<file path="src/rtl/ibex_id_hazard_scoreboard_if.sv">
// ibex_id_hazard_scoreboard_if: issue and writeback bundle between the decoder side
// (master) and the hazard scoreboard (slave).  Rev 1.0
`default_nettype none

interface ibex_id_hazard_scoreboard_if #(
  parameter int NUM_REGS   = 32,
  parameter int NUM_RPORTS = 2
);
  localparam int AW = $clog2(NUM_REGS);

  logic                       flush_i;
  logic                       issue_valid_i;
  logic                       issue_ready_o;
  logic                       issue_we_i;
  logic                       issue_long_i;
  logic [AW-1:0]              issue_waddr_i;
  logic [NUM_RPORTS-1:0]      issue_ren_i;
  logic [NUM_RPORTS*AW-1:0]   issue_raddr_i;
  logic                       wb_valid_i;
  logic [AW-1:0]              wb_waddr_i;
  logic                       stall_o;
  logic                       busy_o;
  logic                       wb_err_o;

  modport master (
    output flush_i, issue_valid_i, issue_we_i, issue_long_i, issue_waddr_i,
           issue_ren_i, issue_raddr_i, wb_valid_i, wb_waddr_i,
    input  issue_ready_o, stall_o, busy_o, wb_err_o
  );

  modport slave (
    input  flush_i, issue_valid_i, issue_we_i, issue_long_i, issue_waddr_i,
           issue_ren_i, issue_raddr_i, wb_valid_i, wb_waddr_i,
    output issue_ready_o, stall_o, busy_o, wb_err_o
  );
endinterface

`default_nettype wire

</file>
<file path="src/rtl/ibex_id_hazard_scoreboard.sv">
// ibex_id_hazard_scoreboard: per-register pending-writeback counters that hold off
// issue on RAW hazards and on WAW counter overflow.  Rev 1.0
`default_nettype none

module ibex_id_hazard_scoreboard #(
  parameter int NUM_REGS        = 32,
  parameter int NUM_RPORTS      = 2,
  parameter int MAX_OUTSTANDING = 2,
  parameter int WB_BYPASS       = 1
) (
  input  logic                        clk_i,
  input  logic                        rst_i,
  ibex_id_hazard_scoreboard_if.slave  sb
);

  localparam int            AW      = $clog2(NUM_REGS);
  localparam int            CW      = $clog2(MAX_OUTSTANDING + 1);
  localparam logic [CW-1:0] CNT_MAX = CW'(MAX_OUTSTANDING);
  localparam logic [CW-1:0] CNT_ONE = CW'(1);

  logic [CW-1:0]         cnt [NUM_REGS];
  logic [NUM_REGS-1:0]   pending;
  logic [NUM_RPORTS-1:0] port_hazard;
  logic                  stall;
  logic                  issue_tracked;
  logic                  full;
  logic                  ready;
  logic                  accept;
  logic                  wb_err_d;
  logic                  wb_err_q;

  // A source is released early only when this writeback retires its last pending write.
  for (genvar p = 0; p < NUM_RPORTS; p++) begin : g_rport
    logic [AW-1:0] raddr;
    logic          bypass;
    assign raddr  = sb.issue_raddr_i[p*AW +: AW];
    assign bypass = (WB_BYPASS != 0) && sb.wb_valid_i &&
                    (sb.wb_waddr_i == raddr) && (cnt[raddr] == CNT_ONE);
    assign port_hazard[p] = sb.issue_ren_i[p] && (raddr != '0) &&
                            (cnt[raddr] != '0) && !bypass;
  end

  assign stall         = |port_hazard;
  assign issue_tracked = sb.issue_we_i && sb.issue_long_i && (sb.issue_waddr_i != '0);
  assign full          = issue_tracked && (cnt[sb.issue_waddr_i] == CNT_MAX);
  assign ready         = !sb.flush_i && !stall && !full;
  assign accept        = sb.issue_valid_i && ready;

  assign cnt[0]     = '0;
  assign pending[0] = 1'b0;

  for (genvar r = 1; r < NUM_REGS; r++) begin : g_cnt
    logic          inc;
    logic          dec;
    logic [CW-1:0] cnt_d;
    logic [CW-1:0] cnt_q;

    assign inc = accept && issue_tracked && (sb.issue_waddr_i == AW'(r));
    assign dec = sb.wb_valid_i && (sb.wb_waddr_i == AW'(r)) && (cnt_q != '0);

    always_comb begin
      cnt_d = cnt_q;
      if (inc && !dec) begin
        cnt_d = cnt_q + CNT_ONE;
      end else if (dec && !inc) begin
        cnt_d = cnt_q - CNT_ONE;
      end
    end

    always_ff @(posedge clk_i) begin
      if (rst_i || sb.flush_i) begin
        cnt_q <= '0;
      end else begin
        cnt_q <= cnt_d;
      end
    end

    assign cnt[r]     = cnt_q;
    assign pending[r] = (cnt_q != '0);
  end

  // Retiring a write that was never issued; x0 writebacks are harmless.
  assign wb_err_d = !sb.flush_i && sb.wb_valid_i && (sb.wb_waddr_i != '0) &&
                    (cnt[sb.wb_waddr_i] == '0);

  always_ff @(posedge clk_i) begin
    if (rst_i) begin
      wb_err_q <= 1'b0;
    end else begin
      wb_err_q <= wb_err_d;
    end
  end

  assign sb.issue_ready_o = ready;
  assign sb.stall_o       = stall;
  assign sb.busy_o        = |pending;
  assign sb.wb_err_o      = wb_err_q;

endmodule

`default_nettype wire

</file>
<file path="src/flat_wrapper.sv">
// flat-port wrapper written by rule: the top's interface ports become plain ports
module ibex_id_hazard_scoreboard_flat 
#(
  parameter int NUM_REGS        = 32,
  parameter int NUM_RPORTS      = 2,
  parameter int MAX_OUTSTANDING = 2,
  parameter int WB_BYPASS       = 1
)
  (clk_i, rst_i, sb_flush_i, sb_issue_valid_i, sb_issue_we_i, sb_issue_long_i, sb_issue_waddr_i, sb_issue_ren_i, sb_issue_raddr_i, sb_wb_valid_i, sb_wb_waddr_i, sb_issue_ready_o, sb_stall_o, sb_busy_o, sb_wb_err_o);
  ibex_id_hazard_scoreboard_if #(.NUM_REGS(NUM_REGS), .NUM_RPORTS(NUM_RPORTS)) sb_i ();
  input  logic clk_i;
  input  logic rst_i;
  input wire logic [$bits(sb_i.flush_i)-1:0] sb_flush_i;
  input wire logic [$bits(sb_i.issue_valid_i)-1:0] sb_issue_valid_i;
  input wire logic [$bits(sb_i.issue_we_i)-1:0] sb_issue_we_i;
  input wire logic [$bits(sb_i.issue_long_i)-1:0] sb_issue_long_i;
  input wire logic [$bits(sb_i.issue_waddr_i)-1:0] sb_issue_waddr_i;
  input wire logic [$bits(sb_i.issue_ren_i)-1:0] sb_issue_ren_i;
  input wire logic [$bits(sb_i.issue_raddr_i)-1:0] sb_issue_raddr_i;
  input wire logic [$bits(sb_i.wb_valid_i)-1:0] sb_wb_valid_i;
  input wire logic [$bits(sb_i.wb_waddr_i)-1:0] sb_wb_waddr_i;
  output wire logic [$bits(sb_i.issue_ready_o)-1:0] sb_issue_ready_o;
  output wire logic [$bits(sb_i.stall_o)-1:0] sb_stall_o;
  output wire logic [$bits(sb_i.busy_o)-1:0] sb_busy_o;
  output wire logic [$bits(sb_i.wb_err_o)-1:0] sb_wb_err_o;
  assign sb_i.flush_i = sb_flush_i;
  assign sb_i.issue_valid_i = sb_issue_valid_i;
  assign sb_i.issue_we_i = sb_issue_we_i;
  assign sb_i.issue_long_i = sb_issue_long_i;
  assign sb_i.issue_waddr_i = sb_issue_waddr_i;
  assign sb_i.issue_ren_i = sb_issue_ren_i;
  assign sb_i.issue_raddr_i = sb_issue_raddr_i;
  assign sb_i.wb_valid_i = sb_wb_valid_i;
  assign sb_i.wb_waddr_i = sb_wb_waddr_i;
  assign sb_issue_ready_o = sb_i.issue_ready_o;
  assign sb_stall_o = sb_i.stall_o;
  assign sb_busy_o = sb_i.busy_o;
  assign sb_wb_err_o = sb_i.wb_err_o;
  ibex_id_hazard_scoreboard #(.NUM_REGS(NUM_REGS), .NUM_RPORTS(NUM_RPORTS), .MAX_OUTSTANDING(MAX_OUTSTANDING), .WB_BYPASS(WB_BYPASS)) u_core (.clk_i(clk_i), .rst_i(rst_i), .sb(sb_i));
endmodule
</file>
<file path="config.mk">
export PLATFORM = sky130hd
export DESIGN_NAME = ibex_id_hazard_scoreboard_flat
export DESIGN_NICKNAME = d
export VERILOG_FILES = /design/src/rtl/ibex_id_hazard_scoreboard_if.sv /design/src/rtl/ibex_id_hazard_scoreboard.sv /design/src/flat_wrapper.sv
export SDC_FILE = /design/constraint.sdc
export NUM_CORES = 1
export LEC_CHECK = 0
export CAP_MARGIN = 20
export CELL_PAD_IN_SITES_DETAIL_PLACEMENT = 1
export CELL_PAD_IN_SITES_GLOBAL_PLACEMENT = 1
export CORE_MARGIN = 2
export CORE_UTILIZATION = 40
export CTS_BUF_LIST = sky130_fd_sc_hd__clkbuf_8
export DETAILED_ROUTE_END_ITERATION = 16
export GPL_TIMING_DRIVEN = 1
export HOLD_SLACK_MARGIN = 0.06
export PLACE_DENSITY_LB_ADDON = 0.1
export SYNTH_ARGS = -nofsm -noshare
export SYNTH_HDL_FRONTEND = slang
export SYNTH_SLANG_ARGS = --single-unit
</file>
<file path="constraint.sdc">
create_clock -name clk_i -period 5.4 [get_ports clk_i]
set_clock_uncertainty 0.15 [all_clocks]
set_input_delay 0.81 -clock clk_i [delete_from_list [all_inputs] [get_ports clk_i]]
set_output_delay 0.81 -clock clk_i [all_outputs]
set_load 0.005 [all_outputs]
</file>
-- Word level (Yosys, flattened, before mapping)
Index checks and enable logic that the tools add are counted.
- output and inout port bits: 4
- logic and storage cells: 557
- input bits: 29
- register bits: 63
- order comparisons: 4
- bitwise gates (word level): 4
- equal/unequal tests: 67
- reductions and logical operators: 314
- add/sub/neg operators: 62
- mux-type cells: 74
- operator list (cell ; number):
    $logic_and A1 B1 Y1 ; 175
    $eq A5 B5 Y1 const B ; 32
    $mux W2 ; 70
    $reduce_bool A2 Y1 ; 64
    $eq A5 B4 Y1 const B ; 16
    $logic_not A1 Y1 ; 67
    $add A2 B1 Y2 const B ; 31
    $sub A2 B1 Y2 const B ; 31
    $bmux W2 S5 ; 4
    $eq A5 B3 Y1 const B ; 8
    $reduce_or A31 Y1 ; 1
    $ge A6 B6 Y1 const B ; 4
    $not A5 Y6 ; 4
    $eq A5 B2 Y1 const B ; 4
    $reduce_bool A5 Y1 ; 4
    $eq A5 B1 Y1 const B ; 2
    $eq A5 B5 Y1 ; 2
    $eq A2 B1 Y1 const B ; 2
    $eq A2 B2 Y1 const B ; 1
    $logic_not A2 Y1 ; 1
    $reduce_or A2 Y1 ; 1
    $logic_or A1 B1 Y1 ; 1

-- Longest topological paths before layout
- depth after elaboration: 19
- mapped depth: 14
- depth with buffers taken out: 11

-- Worst setup path before layout
Ideal clock, no wire load.
- kind: input-to-reg
- start point: input sb_issue_waddr_i[0]
- end point: register u_core.g_cnt[31].cnt_q[1]
- stages: 13
- path buffers: 3
- required time: 5.180 ns
- data arrival time: 3.483 ns
- library setup time: 0.070 ns
- slack: 1.697 ns
- cells stage by stage: buf_2 > buf_2 > nor3b_1 > a31oi_1 > a211oi_1 > a211oi_1 > nor4_1 > a311o_1 > buf_1 > nor3_2 > ha_1 > or3_1 > a21oi_1
- cells in the longest elaborated chain, start to end: 14
- elaborated cells on any way between the ends: 19
- those cells by class: eq/ne: 2; mux: 4; bitwise: 1; reduce/logical: 12
- RTL lines (what ; line ; RTL):
    from (decl) ; flat_wrapper.sv:17 ; input wire logic [$bits(sb_i.issue_waddr_i)-1:0] sb_issue_waddr_i;
    $not A5 Y6 (implied by the code) ; ibex_id_hazard_scoreboard.sv:45 ; assign full = issue_tracked && (cnt[sb.issue_waddr_i] == CNT_MAX);
    $bmux W2 S5 ; ibex_id_hazard_scoreboard.sv:45 ;
    $mux W2 (implied by the code) (2 in a row) ; ibex_id_hazard_scoreboard.sv:45 ;
    $eq A2 B2 Y1 ; ibex_id_hazard_scoreboard.sv:45 ;
    $logic_and A1 B1 Y1 ; ibex_id_hazard_scoreboard.sv:45 ;
    $logic_not A1 Y1 ; ibex_id_hazard_scoreboard.sv:46 ; assign ready = !sb.flush_i && !stall && !full;
    $logic_and A1 B1 Y1 ; ibex_id_hazard_scoreboard.sv:46 ;
    $logic_and A1 B1 Y1 ; ibex_id_hazard_scoreboard.sv:47 ; assign accept = sb.issue_valid_i && ready;
    $logic_and A1 B1 Y1 ; ibex_id_hazard_scoreboard.sv:58 ; assign inc = accept && issue_tracked && (sb.issue_waddr_i == AW'(r));
    $logic_and A1 B1 Y1 * ; ibex_id_hazard_scoreboard.sv:58 ;
    $logic_not A1 Y1 ; ibex_id_hazard_scoreboard.sv:65 ; end else if (dec && !inc) begin
    $logic_and A1 B1 Y1 ; ibex_id_hazard_scoreboard.sv:65 ;
    $reduce_bool A2 Y1 (no source line) ; n/a ;
    to (signal assigned) ; ibex_id_hazard_scoreboard.sv:74 ; cnt_q <= cnt_d;
    to (decl) ; ibex_id_hazard_scoreboard.sv:56 ; logic [CW-1:0] cnt_q;
Every way passes the cells marked *; elsewhere a longest branch is shown, timed or not. The select of a mux whose other input is x is not followed.
A chain may end at the register's enable or synchronous reset.

-- Final worst setup path
- start point: input sb_issue_raddr_i[0]
- end point: output sb_stall_o
- cells in the longest elaborated chain, start to end: 9
- elaborated cells on any way between the ends: 15
- those cells by class: eq/ne: 2; mux: 3; bitwise: 1; reduce/logical: 9
- RTL lines (what ; line ; RTL):
    from (decl) ; flat_wrapper.sv:19 ; input wire logic [$bits(sb_i.issue_raddr_i)-1:0] sb_issue_raddr_i;
    $not A5 Y6 (implied by the code) ; ibex_id_hazard_scoreboard.sv:38, ibex_id_hazard_scoreboard.sv:40 ;
    $bmux W2 S5 ; ibex_id_hazard_scoreboard.sv:38, ibex_id_hazard_scoreboard.sv:40 ;
    $mux W2 (implied by the code) (2 in a row) ; ibex_id_hazard_scoreboard.sv:38, ibex_id_hazard_scoreboard.sv:40 ;
    $eq A2 B1 Y1 ; ibex_id_hazard_scoreboard.sv:38 ; (sb.wb_waddr_i == raddr) && (cnt[raddr] == CNT_ONE);
    $logic_and A1 B1 Y1 ; ibex_id_hazard_scoreboard.sv:38 ;
    $logic_not A1 Y1 ; ibex_id_hazard_scoreboard.sv:40 ; (cnt[raddr] != '0) && !bypass;
    $logic_and A1 B1 Y1 * ; ibex_id_hazard_scoreboard.sv:40 ;
    $reduce_or A2 Y1 * ; ibex_id_hazard_scoreboard.sv:43 ; assign stall = |port_hazard;
    to (decl) ; flat_wrapper.sv:23 ; output wire logic [$bits(sb_i.stall_o)-1:0] sb_stall_o;
Marked as above.

==> results.md <==
* Width of the chip at 128 um
* Combinational Power Share at 0.180
* Max Cap Viol at 0
* Slew at the pin closest to its max-slew limit at 1070 ps
* Crit-path max FO at 16
* Proportion of synthesized flip-flops having asynchronous set or reset at 0
* Wire length of the first global-routing pass at 34700 um
* Crit end category: output pin
* Post-place instance area at 6560 um^2
* CP Launch Type: input pin
* Buffers inserted by post-CTS timing repair at 0
* Number of core rows at 45
* Clock tree root buffer cell: sky130_fd_sc_hd__clkbuf_8
* Required time at the endpoint of the critical path at 4440 ps
* Count of cells resized by post-cts repair at 0
* Switching Power at 321 uW
* Vias in the first global route at 5942
* Global-route usage over all layers at 0.281
* Signed area change from the synthesized netlist to the final layout at 9.93%
* Status: finished clean
* Total negative setup slack at 0 ps
* Routability congestion estimate at 0.907
* Sinks on Clock Net at 63
* Arrival time reported for the critical path endpoint at 4200 ps
* Maximum number of pins on one net before global-route repair at 64
* Most common library cells after synthesis: sky130_fd_sc_hd__nor2_1 (67), sky130_fd_sc_hd__xor2_1 (67), sky130_fd_sc_hd__dfxtp_1 (63), sky130_fd_sc_hd__a21oi_1 (48), sky130_fd_sc_hd__clkbuf_1 (41)
* Worst Setup Path Type: input pin to output pin
* Sequential share of power at 0.427
* Fraction of synthesized cell area taken by the top area cell type at 0.206
* Overall die area at 16300 um^2
* Routed WL per cell at 24.8 um
* Number of buffers added to fix hold violations after cts at 0
* Worst path setup slack after routing at 241 ps
* Post-layout total power at 1090 uW
* Headroom to the max-slew limit at 0.284
* RSZ-0062 raised after global routing: false
* Fin nets at 760
* Synth Area per Inst at 8.79 um^2
* CTS tree: built
* H-tree depth reported by CTS at 3
* Starting density of the core at 0.406
* Number of enable-type register cells in the synthesized netlist at 0
* Pwr/cell area at 162 nW/um^2
* Cell area after synthesis at 6130 um^2
* Number of clock buffers inserted by TritonCTS at 9
* Seq cells post-synth at 63
* Die Span Y at 128 um
* First-pass iteration count of the detailed router at 5
* Fraction of power consumed by the clock network at 0.393
* Total half-perimeter wirelength after legalization and detailed placement at 16800 um
* Max Freq at 0.194 GHz
* Largest cells by area after synthesis: sky130_fd_sc_hd__dfxtp_1 (21%), sky130_fd_sc_hd__mux4_2 (13%), sky130_fd_sc_hd__xor2_1 (9.6%)
* Most used flip-flop cell after synthesis: sky130_fd_sc_hd__dfxtp_1
* Switching power as a share of total power at 0.295
* Final design instance area without fill at 6740 um^2
* Final count of negative-setup-slack endpoints at 0
* Internal power component at 769 uW
* Class of the tightest hold or removal check: register to register
* Longest Clk Path Bufs at 2
* Count of buffers inserted at the top-level ports at 32
* Total wire length at 22000 um
* Number of instances in the synthesized netlist at 698
* Min Clock Period, post-route at 5160 ps
* Final core occ at 0.447
* Pleak at 0.00236 uW
* Fin. max-slew vios at 0
* Core area at 15100 um^2
* Detailed-route vias per instance at 6.47
* Clock insertion delay at the later pin of the skew report at 380 ps
* Warnings, synthesis at 0
* DRC violation count after routing at 0
* Share of synthesized area occupied by flip-flops and latches at 0.206
* Number of antenna violations at the first check in global routing at 0
* Fraction of layout cells with a size suffix above 1 at 0.160
* Post-route ant nets at 0
* Worst-path clk slew at 60 ps
* DRT iter0 DRCs at 579
* Io pins at 33
* Global-route congestion overflow total at 0
* Overall via count from detail_route at 5756
* Post-synthesis net count at 758
* Cell type with the highest aggregate area in the netlist: sky130_fd_sc_hd__dfxtp_1
* Pre-CTS WS at 235 ps
* Final Cycle Share at 0.955
* Maximum VDD drop at 0.000107 V
* Distinct cell type count of the synthesized netlist at 58
* Number of antenna cells inserted at 0
* Total count of hold-check failures in the final report at 0
state kept, by name, indices dropped and copies added, names as in the netlist:
register,flops
u_core.g_cnt.cnt_q,62
u_core.sb.wb_err_o,1
cells by family after synthesis:
family / synth area share
simple gates: 0.264
compound gates: 0.137
buf+inv: 0.0567
xor+xnor: 0.103
flops: 0.206
mux: 0.170
fa+ha+maj: 0.0632
worst max-delay path, stage by stage:
cell	delay [ps]
sky130_fd_sc_hd__clkdlybuf4s50_1	770
sky130_fd_sc_hd__buf_12	220
sky130_fd_sc_hd__xnor2_1	80
sky130_fd_sc_hd__nand4_1	120
sky130_fd_sc_hd__nor3_4	80
sky130_fd_sc_hd__o41ai_1	430
sky130_fd_sc_hd__a211oi_1	130
sky130_fd_sc_hd__o31ai_4	680
sky130_fd_sc_hd__buf_4	320
sky130_fd_sc_hd__clkdlybuf4s50_1	530
power by group through the flow:
stage / sequential (uW) / combinational, uW / clock (uW)
final: 466 / 196 / 428
after global routing: 466 / 209 / 454
after CTS: 466 / 195 / 440
after detailed placement: 476 / 195 / 0
after global placement: 476 / 189 / 0
after floorplan: 476 / 125 / 0
area by class of cell:
class                   count  area (um^2)
repair buffers             53          494
flip-flops and latches     63         1260
clock inverters             2         33.8
clock buffers              11          151
multi-input cells         562         4530
well taps                 188          235
fillers                  1770         8350
inverters                  11         41.3
final timing paths:
check | startpoint | endpoint | slack [ps] | cells past startpoint
hold reg to reg | u_core.g_cnt[27].cnt_q[1] | u_core.g_cnt[27].cnt_q[1] | 400 | 2
setup / recovery | sb_issue_raddr_i[0] | sb_stall_o | 240 | 10
hold / removal | u_core.g_cnt[27].cnt_q[1] | u_core.g_cnt[27].cnt_q[1] | 400 | 2
setup reg to reg | u_core.g_cnt[4].cnt_q[0] | u_core.g_cnt[3].cnt_q[1] | 1580 | 10
layout by cell type (no fill, tap or decap), types with 8 or more instances in the layout:
| master | n |
|---|---|
| sky130_fd_sc_hd__nor3_1 | 22 |
| sky130_fd_sc_hd__nand4_1 | 16 |
| sky130_fd_sc_hd__nor3b_1 | 9 |
| sky130_fd_sc_hd__inv_1 | 12 |
| sky130_fd_sc_hd__o211ai_1 | 10 |
| sky130_fd_sc_hd__nor4_1 | 8 |
| sky130_fd_sc_hd__dfxtp_1 | 63 |
| sky130_fd_sc_hd__nor2b_1 | 17 |
| sky130_fd_sc_hd__buf_4 | 19 |
| sky130_fd_sc_hd__nor3_2 | 28 |
| sky130_fd_sc_hd__clkbuf_8 | 11 |
| sky130_fd_sc_hd__mux4_2 | 36 |
| sky130_fd_sc_hd__nor2_1 | 67 |
| sky130_fd_sc_hd__a211oi_1 | 10 |
| sky130_fd_sc_hd__nand2_1 | 8 |
| sky130_fd_sc_hd__or3_1 | 31 |
| sky130_fd_sc_hd__nand3_1 | 22 |
| sky130_fd_sc_hd__clkdlybuf4s50_1 | 32 |
| sky130_fd_sc_hd__o21ai_0 | 36 |
| sky130_fd_sc_hd__ha_1 | 31 |
| sky130_fd_sc_hd__a21oi_1 | 48 |
| sky130_fd_sc_hd__xor2_1 | 67 |
| sky130_fd_sc_hd__nand3b_1 | 22 |
| sky130_fd_sc_hd__mux2i_1 | 16 |
through the flow:
stage | cells | hold WS (ps)
detailed placement | 877 | 389
finish | 890 | 403
CTS | 890 | 401
floorplan | 698 | 336
global route | 890 | 426
global placement | 876 | 376
metal layers:
| layer | vias to the layer above | share of wire | track usage |
|---|---|---|---|
| met5 | - | 0 | 0 |
| met4 | 0 | 0.030 | 0.0963 |
| met3 | 49 | 0.085 | 0.0768 |
| met2 | 252 | 0.45 | 0.442 |
| met1 | 2862 | 0.44 | 0.375 |
| li1 | 2593 | - | - |
Power figures use the tool's default switching activity.
